`src/rtl/tcdm_bank_arb.sv`:
```
`default_nettype none
// ============================================================================
// Module      : tcdm_bank_arb
// Description : Bank-side round-robin arbiter for the TCDM crossbar; routes
//               the fixed-latency bank response back to the granted master.
// Revision    : 1.0 - initial release
// ============================================================================
module tcdm_bank_arb #(
    parameter int unsigned NumIn         = 8,
    parameter int unsigned ReqDataWidth  = 32,
    parameter int unsigned RespDataWidth = 32,
    parameter int unsigned RespLat       = 1,
    parameter int unsigned WriteRespOn   = 1
) (
    input  logic                                   clk_i,
    input  logic                                   rst_ni,
    input  logic [NumIn-1:0]                       req_i,
    input  logic [NumIn-1:0]                       wen_i,
    input  logic [NumIn-1:0][ReqDataWidth-1:0]     data_i,
    output logic [NumIn-1:0]                       gnt_o,
    output logic [NumIn-1:0]                       vld_o,
    output logic [RespDataWidth-1:0]               rdata_o,
    output logic                                   req_o,
    output logic                                   wen_o,
    output logic [ReqDataWidth-1:0]                data_o,
    input  logic                                   gnt_i,
    input  logic [RespDataWidth-1:0]               rdata_i
);

    localparam int unsigned c_idx_w = (NumIn > 1) ? $clog2(NumIn) : 1;
    localparam int unsigned c_sum_w = c_idx_w + 1;
    localparam logic [c_idx_w-1:0] c_last = c_idx_w'(NumIn - 1);

    logic [c_idx_w-1:0] w_ptr;
    logic [c_idx_w-1:0] w_win;
    logic [c_idx_w-1:0] w_idx_last;
    logic [c_sum_w-1:0] w_cand;
    logic               w_found;
    logic               w_hs;
    logic               w_resp;
    logic [RespLat-1:0] r_v;

    // Scan from the pointer upward with wrap; defaults to the pointer when idle.
    always_comb begin
        w_win   = w_ptr;
        w_found = 1'b0;
        w_cand  = '0;
        for (int i = 0; i < int'(NumIn); i++) begin
            w_cand = {1'b0, w_ptr} + c_sum_w'(i);
            if (w_cand >= c_sum_w'(NumIn)) begin
                w_cand = w_cand - c_sum_w'(NumIn);
            end
            if (!w_found && req_i[w_cand[c_idx_w-1:0]]) begin
                w_win   = w_cand[c_idx_w-1:0];
                w_found = 1'b1;
            end
        end
    end

    assign req_o   = |req_i;
    assign wen_o   = wen_i[w_win];
    assign data_o  = data_i[w_win];
    assign rdata_o = rdata_i;
    assign w_hs    = req_o & gnt_i;
    assign w_resp  = w_hs & (~wen_o | (WriteRespOn != 0));

    always_comb begin
        gnt_o        = '0;
        gnt_o[w_win] = w_hs;
    end

    always_ff @(posedge clk_i or negedge rst_ni) begin
        if (!rst_ni) begin
            r_v <= '0;
        end else begin
            r_v[0] <= w_resp;
            for (int k = 1; k < int'(RespLat); k++) begin
                r_v[k] <= r_v[k-1];
            end
        end
    end

    generate
        if (NumIn > 1) begin : g_multi
            logic [c_idx_w-1:0]              r_ptr;
            logic [RespLat-1:0][c_idx_w-1:0] r_idx;

            always_ff @(posedge clk_i or negedge rst_ni) begin
                if (!rst_ni) begin
                    r_ptr <= '0;
                end else if (w_hs) begin
                    r_ptr <= (w_win == c_last) ? '0 : w_win + c_idx_w'(1);
                end
            end

            // Winner index travels alongside the valid bit to steer the response.
            always_ff @(posedge clk_i or negedge rst_ni) begin
                if (!rst_ni) begin
                    r_idx <= '0;
                end else begin
                    r_idx[0] <= w_win;
                    for (int k = 1; k < int'(RespLat); k++) begin
                        r_idx[k] <= r_idx[k-1];
                    end
                end
            end

            assign w_ptr      = r_ptr;
            assign w_idx_last = r_idx[RespLat-1];
        end else begin : g_single
            assign w_ptr      = '0;
            assign w_idx_last = '0;
        end
    endgenerate

    always_comb begin
        vld_o             = '0;
        vld_o[w_idx_last] = r_v[RespLat-1];
    end

endmodule
`default_nettype wire

```
`config.mk`:
```
export PLATFORM = sky130hd
export DESIGN_NAME = tcdm_bank_arb
export DESIGN_NICKNAME = d
export VERILOG_FILES = /design/src/rtl/tcdm_bank_arb.sv
export SDC_FILE = /design/constraint.sdc
export NUM_CORES = 1
export LEC_CHECK = 0
export BUFFER_PORTS_ARGS = -buffer_cell sky130_fd_sc_hd__buf_2
export CAP_MARGIN = 30
export CELL_PAD_IN_SITES_DETAIL_PLACEMENT = 1
export CELL_PAD_IN_SITES_GLOBAL_PLACEMENT = 1
export CORE_AREA = 2 2 153 155
export CTS_CLUSTER_SIZE = 20
export DETAILED_ROUTE_END_ITERATION = 7
export DIE_AREA = 0 0 155 157
export PLACE_DENSITY_LB_ADDON = 0.1
export SKIP_CTS_REPAIR_TIMING = 1
export SLEW_MARGIN = 25
export SYNTH_ARGS = -nofsm -noshare
export SYNTH_HDL_FRONTEND = slang
export SYNTH_SLANG_ARGS = --single-unit
export TNS_END_PERCENT = 5
```
`constraint.sdc`:
```
create_clock -name clk_i -period 4.8 [get_ports clk_i]
set_clock_uncertainty 0.2 [all_clocks]
set_input_delay 0.72 -clock clk_i [delete_from_list [all_inputs] [get_ports clk_i]]
set_output_delay 0.72 -clock clk_i [all_outputs]
set_load 0.005 [all_outputs]
```
Word-level counts from Yosys, hierarchy flattened --
Index checks and enable logic that the tools add are counted.
Storage, ports and cells: input port bits 307, bits in read-only memories 0, register bits after elaboration 7, memories kept 0, logic and storage cells 108, output and inout bits 82, RAM bits 0, latch bits 0
Operators by class: div/mod/pow operators 0, shifts and indexed selects 0, equal/unequal tests 1, order comparisons 20, multipliers 0, $add $sub $neg 16, reduce and logical (&&, ||, !) cells 17, bitwise logic cells 3, mux-type cells 48
Operator list (count):
- $bmux W32 S3 | 1
- $mux W3 | 17
- $lt A3 B4 Y1 const B | 10
- $mux W32 | 1
- $ge A4 B4 Y1 const B | 7
- $bmux W1 S3 | 9
- $sub A3 B1 Y3 const B | 8
- $mux W1 | 18
- $add A3 B3 Y4 const B | 4
- $and A8 B8 Y8 | 2
- $logic_and A1 B1 Y1 | 9
- $add A3 B2 Y4 const B | 2
- $reduce_or A8 Y1 | 1
- $logic_not A1 Y1 | 7
- $demux W1 S3 | 2
- $ge A3 B1 Y1 const B | 2
- $add A3 B1 Y4 const B | 1
- $ge A3 B4 Y1 const B | 1
- $add A3 B1 Y3 const B | 1
- $eq A3 B3 Y1 const B | 1
- $and A1 B1 Y1 | 1

Logic depth before layout (Yosys ltp) --
depth in word-level cells 31, gate-level depth with buffers 17, mapped depth without buffers 11

Worst setup path before layout --
OpenSTA, ideal clock, no wires.
path type flip-flop to output port, from reg g_multi.r_ptr[1], to out data_o[0], stages on the path, launching flop included 16, path slack -219 ps, data required time 3880 ps, arrival 4099 ps, buffers on the path 6, cell sequence dfrtp_1 buf_2 clkbuf_1 inv_1 ha_1 buf_6 buf_6 mux2_4 mux4_2 o22ai_1 a311oi_2 xnor2_1 buf_6 buf_6 mux4_2 mux2_2
Between the ends: cells in the longest elaborated chain, start to end 28, elaborated cells between the ends (all ways) 78, those cells by class add/sub: 15; order compare: 8; mux: 41; reduce/logical: 14
RTL lines:
- start, declared | RTL line 85 | logic [c_idx_w-1:0] r_ptr;
- start signal, assigned | RTL line 92 | r_ptr <= (w_win == c_last) ? '0 : w_win + c_idx_w'(1);
- branches (longest 25 deep; another with $add A3 B1 Y4)
- $mux W3 (*) | RTL line 53 | if (!w_found && req_i[w_cand[c_idx_w-1:0]]) begin
- $bmux W32 S3 (*) | RTL line 62 | assign data_o = data_i[w_win];
- $mux W32 (implied by the code) (*) | RTL line 62
- end, declared | RTL line 25 | output logic [ReqDataWidth-1:0] data_o,
Mark *: on every way between the ends. The select of a mux whose other input is x is not followed.

Worst setup path in the final report --
from reg g_multi.r_ptr[0], to out data_o[23]
The elaborated chain is that of the path after synthesis.

==> run metrics <==
antenna viol nets, final 0; Synth Warn # 0; sequential-to-total area share from yosys stat 4.78%; final wirelength 21500 um; Netlist cell types 50; IO Count 389; Final period util 102%; Fin Hold WS 0.119 ns; Die W 155 um; Worst Hold Class in -> async; GP Congestion 0.902; Mapped Area 3670 um2; CTS sink count 7; final setup violation count 33; initial antenna violation count 16; failing checks negative setup slack; ys flop type dfrtp_1; clock root buffer clkbuf_16; HPWL Detailed roughly 19000 um; Skew-Pair Late Insertion Delay ~0.23 ns; maximum clock rate 205 MHz; normalized max-slew margin 64.5%; Die Span Y 157 um; detailed-route DRC error count 0; Tmin final 4.88 ns; Worst Tran Pin Value approximately 0.53 ns; cell area after layout 6200 um2; ys async rst share 100%; Die ar. 24300 um2; largest net degree at the start of global routing 42; maximum clock insertion buffer count 2; Avg Vias per Cell roughly 4.6; outcome finished with violations; All-Layer GR Usage 16.4%; Area Overhead vs Synth 69.1%; Core Box Area 22500 um2; cells after synthesis 325; 1st-iter DRT viols 180; Critical Path RT roughly 3.9 ns; DRT Pass-1 Iters 4; TritonCTS clock tree done; Final Hold Fails 0; Synth Area per Inst roughly 11 um2; Overflow after GRT 0; Rows 55; wire per inst ~22 um; number of CTS-inserted buffers 3; first-pass GRT wire length roughly 30000 um; Worst Setup End Kind output port; WP data arrival 3.96 ns; Buffers on Ports ~320; number of synthesized flops with an enable pin 0; pins over their slew limit 0; number of nets in the layout 968; MaxCap Viol Count 0; DP Worst Slack -0.0640 ns; routed via count 4391; CP startpoint kind flip-flop; WS Path Type reg -> out; htree depth 1; initial core utilization 16.3%; RSZ-0062 raised after global routing true; largest fanout on the critical path 9; final worst slack -0.0785 ns; Mapped Nets 634; vias in the first global route 4872; share of layout cells above drive strength 1 80.9%; Seq cells post-synth 7; CTS clk-pin slew, worst paths roughly 0.04 ns; Area after DPL 5920 um2
## synthesized netlist by cell type, types with 2 or more instances
library cell,n,area share [%]
mux4_2,78,48
mux2_2,37,11
buf_4,33,6.8
nand2_1,19,1.9
nor2_1,18,1.8
clkbuf_1,9,0.92
nand2b_1,9,1.5
buf_2,8,1.1
a21oi_1,7,0.96
dfrtp_1,7,4.8
buf_6,6,1.8
inv_1,6,0.61
mux2i_1,6,1.6
nor2b_1,5,0.85
o21ai_0,5,0.68
and2_1,4,0.68
mux2_1,4,1.2
nor3_1,4,0.55
o22ai_1,4,0.68
xnor2_1,4,0.96
a22o_1,3,0.72
a22oi_1,3,0.61
buf_1,3,0.31
inv_2,3,0.31
nand3_1,3,0.41
or2_2,3,0.51
a211o_1,2,0.48
a21o_1,2,0.41
a221o_1,2,0.55
a2bb2oi_1,2,0.48
a31oi_1,2,0.34
ha_1,2,0.68
nor4_1,2,0.34
o21bai_1,2,0.41
o221ai_1,2,0.48
or3_1,2,0.34
## per-stage QoR
| stage | TNS, ns | util, % | instances |
|---|---|---|---|
| 6_report | -1.47 | 27.5 | 956 |
| 5_1_grt | -6.93 | 27.5 | 948 |
| 4_1_cts | -10.19 | 26.7 | 935 |
| 3_5_place_dp | -1.22 | 26.3 | 931 |
| 3_3_place_gp | -0.820 | 26.3 | 931 |
| 2_1_floorplan | -1.12 | - | 325 |
## layout make-up
cell class | instances | area [um2]
diodes | 13 | 32.5
well taps | 285 | 357
clock buffers | 4 | 78.8
inverters | 9 | 38.8
flip-flops and latches | 7 | 176
multi-input cells | 250 | 3200
fillers | 2638 | 16300
repair buffers | 388 | 2320
## path summary, 6_finish.rpt
path / startpoint / endpoint / slack [ns] / cells after the start
setup / recovery: g_multi.r_ptr[0]$_DFFE_PN0P_ / data_o[23] / -0.08 / 14
hold / removal: rst_ni / g_multi.r_idx[1]$_DFF_PN0_ / 0.12 / 1
setup reg to reg: g_multi.r_ptr[1]$_DFFE_PN0P_ / g_multi.r_ptr[1]$_DFFE_PN0P_ / 1.28 / 15
hold reg to reg: g_multi.r_ptr[0]$_DFFE_PN0P_ / g_multi.r_ptr[0]$_DFFE_PN0P_ / 0.51 / 2
max in group asynchronous: rst_ni / g_multi.r_ptr[0]$_DFFE_PN0P_ / 4.11 / 1
min in group clk_i: g_multi.r_ptr[0]$_DFFE_PN0P_ / g_multi.r_ptr[0]$_DFFE_PN0P_ / 0.51 / 2
## cells by family (layout without fill, tap and decap cells)
logic type      count (synthesis)  after routing  synth area share [%]
flops                           7              7                  4.78
simple gates                   70             70                  9.18
mux                           126            126                  62.6
buf+inv                        68            401                  11.8
fa+ha+maj                       2              2                 0.682
xor+xnor                        5              5                  1.19
other cells                     0             13                     0
compound gates                 47             47                  9.76
## flip-flops by register name, summed over array words and instances, names as in the netlist
register,flops
g_multi.r_ptr,3
g_multi.r_idx,3
r_v,1
## layer usage
| metal | global-route usage [%] | share of wire, % |
|---|---|---|
| met5 | 0 | 0.27 |
| met4 | 1.72 | 0.52 |
| met3 | 5.42 | 9.7 |
| met2 | 29.4 | 52 |
| met1 | 19.7 | 38 |
## cells in the final DEF (no fill, tap or decap), drive strengths merged, types with 4 or more instances in the layout
cell type    n
buf        387
mux4        78
mux2        42
nand2       19
nor2        18
diode       13
nand2b       9
inv          9
a21oi        7
dfrtp        7
mux2i        6
nor2b        5
o21ai        5
clkbuf       5
and2         4
nor3         4
xnor2        4
or2          4
a22oi        4
o22ai        4
## worst max-delay path, cell delays in order (launching register included)
cell	delay [ns]
dfrtp_2	0.41
inv_6	0.04
ha_4	0.35
mux2_4	0.33
mux4_2	0.55
a21oi_2	0.15
a211oi_2	0.06
a311oi_2	0.25
buf_4	0.18
xnor2_4	0.14
buf_12	0.18
buf_4	0.13
mux4_2	0.49
mux2_2	0.27
buf_2	0.17
Power is left out: the tool's default activity adds up to more than one toggle a clock period on the data nets, which glitch-free logic cannot reach.
